`src/rtl/pc_sequencer.sv`:
```
// pc_sequencer: XM23 fetch program counter with prioritised redirects and a one-entry
// pending slot that holds redirects across stalls. Define PC_RAS_EN to add a return-address stack.
module pc_sequencer #(
    parameter int              PC_W      = 16,
    parameter logic [PC_W-1:0] RESET_VEC = {PC_W{1'b0}},
    parameter int              INC       = 2,
    parameter int              STALL_W   = 8,
    parameter int              RAS_DEPTH = 4
) (
    input  logic                       clk,
    input  logic                       rst,
    input  logic [STALL_W-1:0]         stall_in,
    input  logic                       branch_fail,
    input  logic [PC_W-1:0]            LBPC,
    input  logic                       link_back,
    input  logic [PC_W-1:0]            LR,
    input  logic                       irq_req,
    input  logic [PC_W-1:0]            irq_vec,
    input  logic                       call_push,
    input  logic [PC_W-1:0]            call_ret_addr,
    output logic [PC_W-1:0]            true_PC,
    output logic                       flush,
    output logic [1:0]                 redirect_src,
    output logic [$clog2(RAS_DEPTH):0] ras_count,
    output logic                       ras_overflow
);
    localparam int         CW      = $clog2(RAS_DEPTH) + 1;
    localparam logic [1:0] SRC_SEQ = 2'd0;
    localparam logic [1:0] SRC_BF  = 2'd1;
    localparam logic [1:0] SRC_LB  = 2'd2;
    localparam logic [1:0] SRC_IRQ = 2'd3;

    // The source code is not ordered by priority, so map it to a rank for comparisons.
    function automatic logic [1:0] rank(input logic [1:0] src);
        case (src)
            SRC_IRQ: rank = 2'd3;
            SRC_BF:  rank = 2'd2;
            SRC_LB:  rank = 2'd1;
            default: rank = 2'd0;
        endcase
    endfunction

    logic [PC_W-1:0] pc_q, pc_d;
    logic            flush_q, flush_d;
    logic [1:0]      src_q, src_d;
    logic            pend_valid_q, pend_valid_d;
    logic [1:0]      pend_src_q, pend_src_d;
    logic [PC_W-1:0] pend_tgt_q, pend_tgt_d;

    logic            stall_s, req_valid_s, take_req_s, pop_s;
    logic [1:0]      req_src_s, sel_src_s;
    logic [PC_W-1:0] req_tgt_s, sel_tgt_s, lb_tgt_s;

    assign stall_s = |stall_in;

    // Highest-priority request on the inputs this cycle.
    always_comb begin
        req_valid_s = 1'b1;
        req_src_s   = SRC_SEQ;
        req_tgt_s   = {PC_W{1'b0}};
        if (irq_req) begin
            req_src_s = SRC_IRQ;
            req_tgt_s = irq_vec;
        end else if (branch_fail) begin
            req_src_s = SRC_BF;
            req_tgt_s = LBPC;
        end else if (link_back) begin
            req_src_s = SRC_LB;
            req_tgt_s = lb_tgt_s;
        end else begin
            req_valid_s = 1'b0;
        end
    end

    // Equal rank lets the newer (input) request replace the pending one.
    assign take_req_s = req_valid_s &&
                        (!pend_valid_q || (rank(req_src_s) >= rank(pend_src_q)));

    // Next PC, redirect source and pending-slot update.
    always_comb begin
        pc_d         = pc_q;
        flush_d      = 1'b0;
        src_d        = src_q;
        pend_valid_d = pend_valid_q;
        pend_src_d   = pend_src_q;
        pend_tgt_d   = pend_tgt_q;
        sel_src_s    = SRC_SEQ;
        sel_tgt_s    = {PC_W{1'b0}};
        pop_s        = 1'b0;
        if (stall_s) begin
            if (take_req_s) begin
                pend_valid_d = 1'b1;
                pend_src_d   = req_src_s;
                pend_tgt_d   = req_tgt_s;
            end else begin
                pend_valid_d = pend_valid_q;
            end
        end else if (take_req_s || pend_valid_q) begin
            sel_src_s    = take_req_s ? req_src_s : pend_src_q;
            sel_tgt_s    = take_req_s ? req_tgt_s : pend_tgt_q;
            pc_d         = sel_tgt_s;
            src_d        = sel_src_s;
            flush_d      = 1'b1;
            pend_valid_d = 1'b0;
            pop_s        = (sel_src_s == SRC_LB);
        end else begin
            pc_d         = pc_q + PC_W'(INC);
            src_d        = SRC_SEQ;
            pend_valid_d = 1'b0;
        end
    end

    // Architectural PC state and pending slot.
    always_ff @(posedge clk) begin
        if (rst) begin
            pc_q         <= RESET_VEC;
            flush_q      <= 1'b0;
            src_q        <= SRC_SEQ;
            pend_valid_q <= 1'b0;
            pend_src_q   <= SRC_SEQ;
            pend_tgt_q   <= {PC_W{1'b0}};
        end else begin
            pc_q         <= pc_d;
            flush_q      <= flush_d;
            src_q        <= src_d;
            pend_valid_q <= pend_valid_d;
            pend_src_q   <= pend_src_d;
            pend_tgt_q   <= pend_tgt_d;
        end
    end

    assign true_PC      = pc_q;
    assign flush        = flush_q;
    assign redirect_src = src_q;

`ifdef PC_RAS_EN
    localparam int PW = $clog2(RAS_DEPTH);

    logic [PC_W-1:0] ras_mem_q [RAS_DEPTH];
    logic [PC_W-1:0] ras_mem_d [RAS_DEPTH];
    logic [PW-1:0]   top_q, top_d;
    logic [CW-1:0]   cnt_q, cnt_d;
    logic            ovf_q, ovf_d;
    logic            push_s, do_pop_s, ras_empty_s, ras_full_s;

    assign ras_empty_s = (cnt_q == {CW{1'b0}});
    assign ras_full_s  = (cnt_q == CW'(RAS_DEPTH));
    assign push_s      = call_push & ~stall_s;
    assign do_pop_s    = pop_s & ~ras_empty_s;
    assign lb_tgt_s    = ras_empty_s ? LR : ras_mem_q[top_q];

    // Circular stack: when full, a push advances over the oldest entry.
    always_comb begin
        ras_mem_d = ras_mem_q;
        top_d     = top_q;
        cnt_d     = cnt_q;
        ovf_d     = ovf_q;
        if (push_s && do_pop_s) begin
            ras_mem_d[top_q] = call_ret_addr;
        end else if (push_s) begin
            top_d            = top_q + PW'(1);
            ras_mem_d[top_d] = call_ret_addr;
            if (ras_full_s) begin
                ovf_d = 1'b1;
            end else begin
                cnt_d = cnt_q + CW'(1);
            end
        end else if (do_pop_s) begin
            top_d = top_q - PW'(1);
            cnt_d = cnt_q - CW'(1);
        end else begin
            cnt_d = cnt_q;
        end
    end

    // Return-address stack state.
    always_ff @(posedge clk) begin
        if (rst) begin
            for (int i = 0; i < RAS_DEPTH; i++) begin
                ras_mem_q[i] <= {PC_W{1'b0}};
            end
            top_q <= {PW{1'b0}};
            cnt_q <= {CW{1'b0}};
            ovf_q <= 1'b0;
        end else begin
            ras_mem_q <= ras_mem_d;
            top_q     <= top_d;
            cnt_q     <= cnt_d;
            ovf_q     <= ovf_d;
        end
    end

    assign ras_count    = cnt_q;
    assign ras_overflow = ovf_q;
`else
    logic unused_ras_s;

    assign lb_tgt_s     = LR;
    assign ras_count    = {CW{1'b0}};
    assign ras_overflow = 1'b0;
    assign unused_ras_s = ^{call_push, call_ret_addr, pop_s};
`endif

endmodule

```
`config.mk`:
```
export PLATFORM = sky130hd
export DESIGN_NAME = pc_sequencer
export DESIGN_NICKNAME = d
export VERILOG_FILES = /design/src/rtl/pc_sequencer.sv
export SDC_FILE = /design/constraint.sdc
export NUM_CORES = 1
export LEC_CHECK = 0
export CORE_MARGIN = 2
export CORE_UTILIZATION = 63
export DETAILED_ROUTE_END_ITERATION = 12
export DONT_BUFFER_PORTS = 1
export PLACE_DENSITY = 0.82
export SKIP_LAST_GASP = 1
export SLEW_MARGIN = 20
export SYNTH_ARGS = -nofsm -noshare
export SYNTH_HDL_FRONTEND = slang
export SYNTH_SLANG_ARGS = --single-unit
```
`constraint.sdc`:
```
create_clock -name clk -period 3.4 [get_ports clk]
set_input_delay 0.68 -clock clk [delete_from_list [all_inputs] [get_ports clk]]
set_output_delay 0.68 -clock clk [all_outputs]
set_load 0.02 [all_outputs]
```
==> flow_results.org <==
** Timing
- Unrepaired setup endpoints after global routing :: no
- Slew Limit Fails :: 0
- Peak Freq :: 404 MHz
- Final-report setup violation count :: 0
- Layout Skew :: 0.00677 ns
- The final-report hold violation count was 0.
- Adding up every negative setup slack in the final design gives 0 ns.
- Period Utilization, post-route :: 72.7%
- The worst path in the final design needs a cycle of 2.47 ns, including I/O delays and setup.

** Setup path
- The cell family contributing the most delay on the critical path is simple AND/OR/NAND/NOR gates.
- Launch instance of the worst register-to-register path :: pend_src_q[0]
- Worst setup path class :: in2reg
- Cell breakdown of the critical path :: or2_2, ha_1, inv_1, o21a_1, nor2_1, buf_4, mux2i_1, o311ai_0
- For the worst setup path, the data arrival time is 2.63 ns.
- Endpoint required time on the critical path :: 3.56 ns
- Kind of end point of the critical path :: register
- Of all nets on the critical path, the largest fanout is 22.
- In this run the worst setup path begins at branch_fail.
- The critical path contains buffers and inverters numbering 2 combined.
- On the worst path, the slowest cell contributes a delay of 0.33 ns.
- The slowest stage of the critical path is the sky130_fd_sc_hd__nor2_1 cell.
- The worst setup path is launched from a primary input.

** Logic synthesis
- Number of enable flip-flop cells after synthesis :: 0
- Ys flop type :: sky130_fd_sc_hd__dfxtp_1
- Share of Yosys cell area claimed by the top area cell type :: 31.8%
- Counting flops with an async set or reset pin after synthesis yields a share of 0%.
- Register bit count reported by yosys :: 38
- Average size of a mapped cell :: 7.96 µm²
- Of the synthesized area, sequential elements account for 31.8%.
- Synthesis produced 300 cells.
- Summed over all instances, the cell type with the most area after synthesis is sky130_fd_sc_hd__dfxtp_1.
- Yosys printed 0 warnings.
- The number of different library cells used by synthesis comes to 46.
- Netlist area before placement :: 2390 µm²
- Largest cells by area after synthesis :: sky130_fd_sc_hd__dfxtp_1 32%, sky130_fd_sc_hd__mux2i_1 8.4%, sky130_fd_sc_hd__o21ai_0 4.8%, sky130_fd_sc_hd__a22oi_1 4.7%, sky130_fd_sc_hd__nor2_1 4.4%

** Cells and area
- At the end of the flow, the number of nets in the layout was 371.
- Number of diodes :: 0
- Relative to the synthesized area, the layout overhead comes to 3.35%.
- Multi-input logic area :: 1460 µm²
- Layout cell share with drive strength beyond 1 :: 7.56%
- Register area :: 761 µm²
- The filler cells instantiated in the layout total 318.
- Measured on the finished design, the core utilization comes to 67.4%.

** Job
- Max-cap check violation count :: 0

** Clock tree
- Number of cells upsized or downsized after cts :: 0
- At the later pin of the worst-skew pair, clock insertion delay measures 0.30 ns.
- Buffer levels on the longest clock path :: 2
- H-tree depth :: 2
- Library cell used as clock root buffer :: sky130_fd_sc_hd__clkbuf_8
- TritonCTS clock tree :: yes
- Sinks on Clock Net :: 38
- Hold buffers post-CTS :: 0
- Inserted Clock Buffers :: 5
- Clock edge transition at the registers on the reported setup and hold paths :: 0.08 ns
- Once the clock tree was built, the setup fixing pass inserted 0 buffers.

** Detailed routing
- Count of nets left with antenna violations after detail routing :: 0
- WL per Instance :: 17.3 µm
- After detailed routing, the number of vias per cell comes to 6.60.
- Residual DRC :: 0
- Across all layers, the routed design uses 2238 vias.
- The first detailed-routing pass took 4 iterations.
- After detailed routing, the total wire length is 5860 µm.
- Violation count after the first detailed-route iteration :: 184

** GRT
- The number of global-route vias before repair is 2062.
- The initial antenna violation count came to 0.
- Overflow left after global routing :: 0
- The first global-routing pass estimated 9630 µm of wire.
- Combined global-route utilization of all metal layers :: 28.9%
- Largest net degree at the start of global routing :: 48

** Placed design
- Detailed placer's ending HPWL :: 4180 µm
- Buffers on Ports :: 0
- Routability-driven placement finished with a final weighted congestion of 0.828.

** Worst hold path
- Kind of path behind the tightest hold check :: in2reg
- In this run the most critical hold path is launched from rst.

** Pwr
- Areal power density over the cells :: 408 nW/µm²
- In this run the static leakage power is 0.946 nW.
- Total design power :: 0.00101 W
- IR Drop Worst-Case VDD :: 0.213 mV

** Floorplanning
- For this configuration, the core starts out at a cell density of 65.2%.
- Row count :: 22
- I/O pin count :: 101
- In this run the horizontal extent of the chip is 65.6 µm.
- The die covers 4300 µm².
- After floorplanning, the core was sized to cover 3660 µm².
- The die is 65.6 µm tall.

** Status
- The flow ran to the end, and the final reports show no timing, DRC or antenna violations.
-- synthesized netlist by cell type, types with 6 or more instances --
| master | count |
|---|---|
| sky130_fd_sc_hd__nand3b_1 | 6 |
| sky130_fd_sc_hd__a21oi_1 | 11 |
| sky130_fd_sc_hd__buf_2 | 9 |
| sky130_fd_sc_hd__nor2_1 | 28 |
| sky130_fd_sc_hd__a221oi_1 | 8 |
| sky130_fd_sc_hd__o21ai_0 | 23 |
| sky130_fd_sc_hd__mux2i_1 | 20 |
| sky130_fd_sc_hd__a22oi_1 | 15 |
| sky130_fd_sc_hd__clkbuf_1 | 10 |
| sky130_fd_sc_hd__nor3_1 | 11 |
| sky130_fd_sc_hd__nand2_1 | 27 |
| sky130_fd_sc_hd__dfxtp_1 | 38 |
| sky130_fd_sc_hd__a211oi_1 | 11 |
| sky130_fd_sc_hd__nor3b_1 | 6 |
| sky130_fd_sc_hd__inv_1 | 11 |
-- cells in the final DEF, fill, tap and decap left out, drive strengths merged, types with 2 or more instances in the layout --
cell type  count
nor3b          6
and2           4
dfxtp         38
a22oi         15
nor2          29
inv           11
a211oi        11
a2111oi        3
ha             3
mux2i         20
nand2b         2
nand3          4
a21oi         11
and3           5
o21ai         24
nand3b         6
a221oi         8
o211ai         2
conb           4
xnor2          2
a31oi          3
nor3          13
nor4           6
nand4          4
o32ai          2
clkbuf         7
buf            6
nor2b          5
or3            2
nand2         27
-- power by group --
part / internal [W] / switching [W] / total (W)
registers: 0.000465 / 0.0000108 / 0.000476
logic: 0.0000664 / 0.0000858 / 0.000152
clock network: 0.000220 / 0.000159 / 0.000379
total: 0.000751 / 0.000256 / 0.00101
-- routing by layer --
layer | track usage [%] | part of all wire, %
met5 | 0 | 0
met4 | 9.38 | 1.4
met3 | 7.53 | 9.6
met2 | 45.4 | 45
met1 | 38.5 | 44
-- logic make-up after synthesis --
kind of cell / share of synthesized area (%)
simple gates: 25.7
compound gates: 23.9
flops: 31.8
buf+inv: 7.70
mux: 8.38
fa+ha+maj: 1.57
xor+xnor: 0.734
other cells: 0.157
-- flip-flops by register name, summed over array words and instances, names as in the netlist --
register / flops
flush: 1
pend_src_q: 2
pend_tgt_q: 16
pend_valid_q: 1
redirect_src: 2
true_PC: 16
-- through the flow --
step                area [µm²]  hold WS, ns  std cells  setup slack (ns)
floorplan                 2400        0.441        303             0.687
detailed placement        2360        0.450        331             0.691
finish                    2470        0.457        339             0.928
global route              2470        0.436        339             0.844
global placement          2360        0.446        331             0.734
CTS                       2470        0.444        339             0.952
-- worst paths after layout --
| path | endpoint | slack (ns) | cells after the start |
|---|---|---|---|
| max | true_PC[15] | 0.93 | 8 |
| min | true_PC[1] | 0.46 | 1 |
| max reg2reg | true_PC[15] | 1.26 | 8 |
| min reg2reg | pend_tgt_q[8] | 0.46 | 2 |
-- cell type report --
type / instances / area share [%]
Inverter: 11 / 1.67
Clock inverter: 1 / 1.22
Tap cell: 48 / 2.43
Clock buffer: 7 / 3.09
Sequential cell: 38 / 30.8
Multi-Input combinational cell: 228 / 58.9
Timing Repair Buffer: 6 / 1.82
Note: power is estimated with default switching activity, not from simulation.
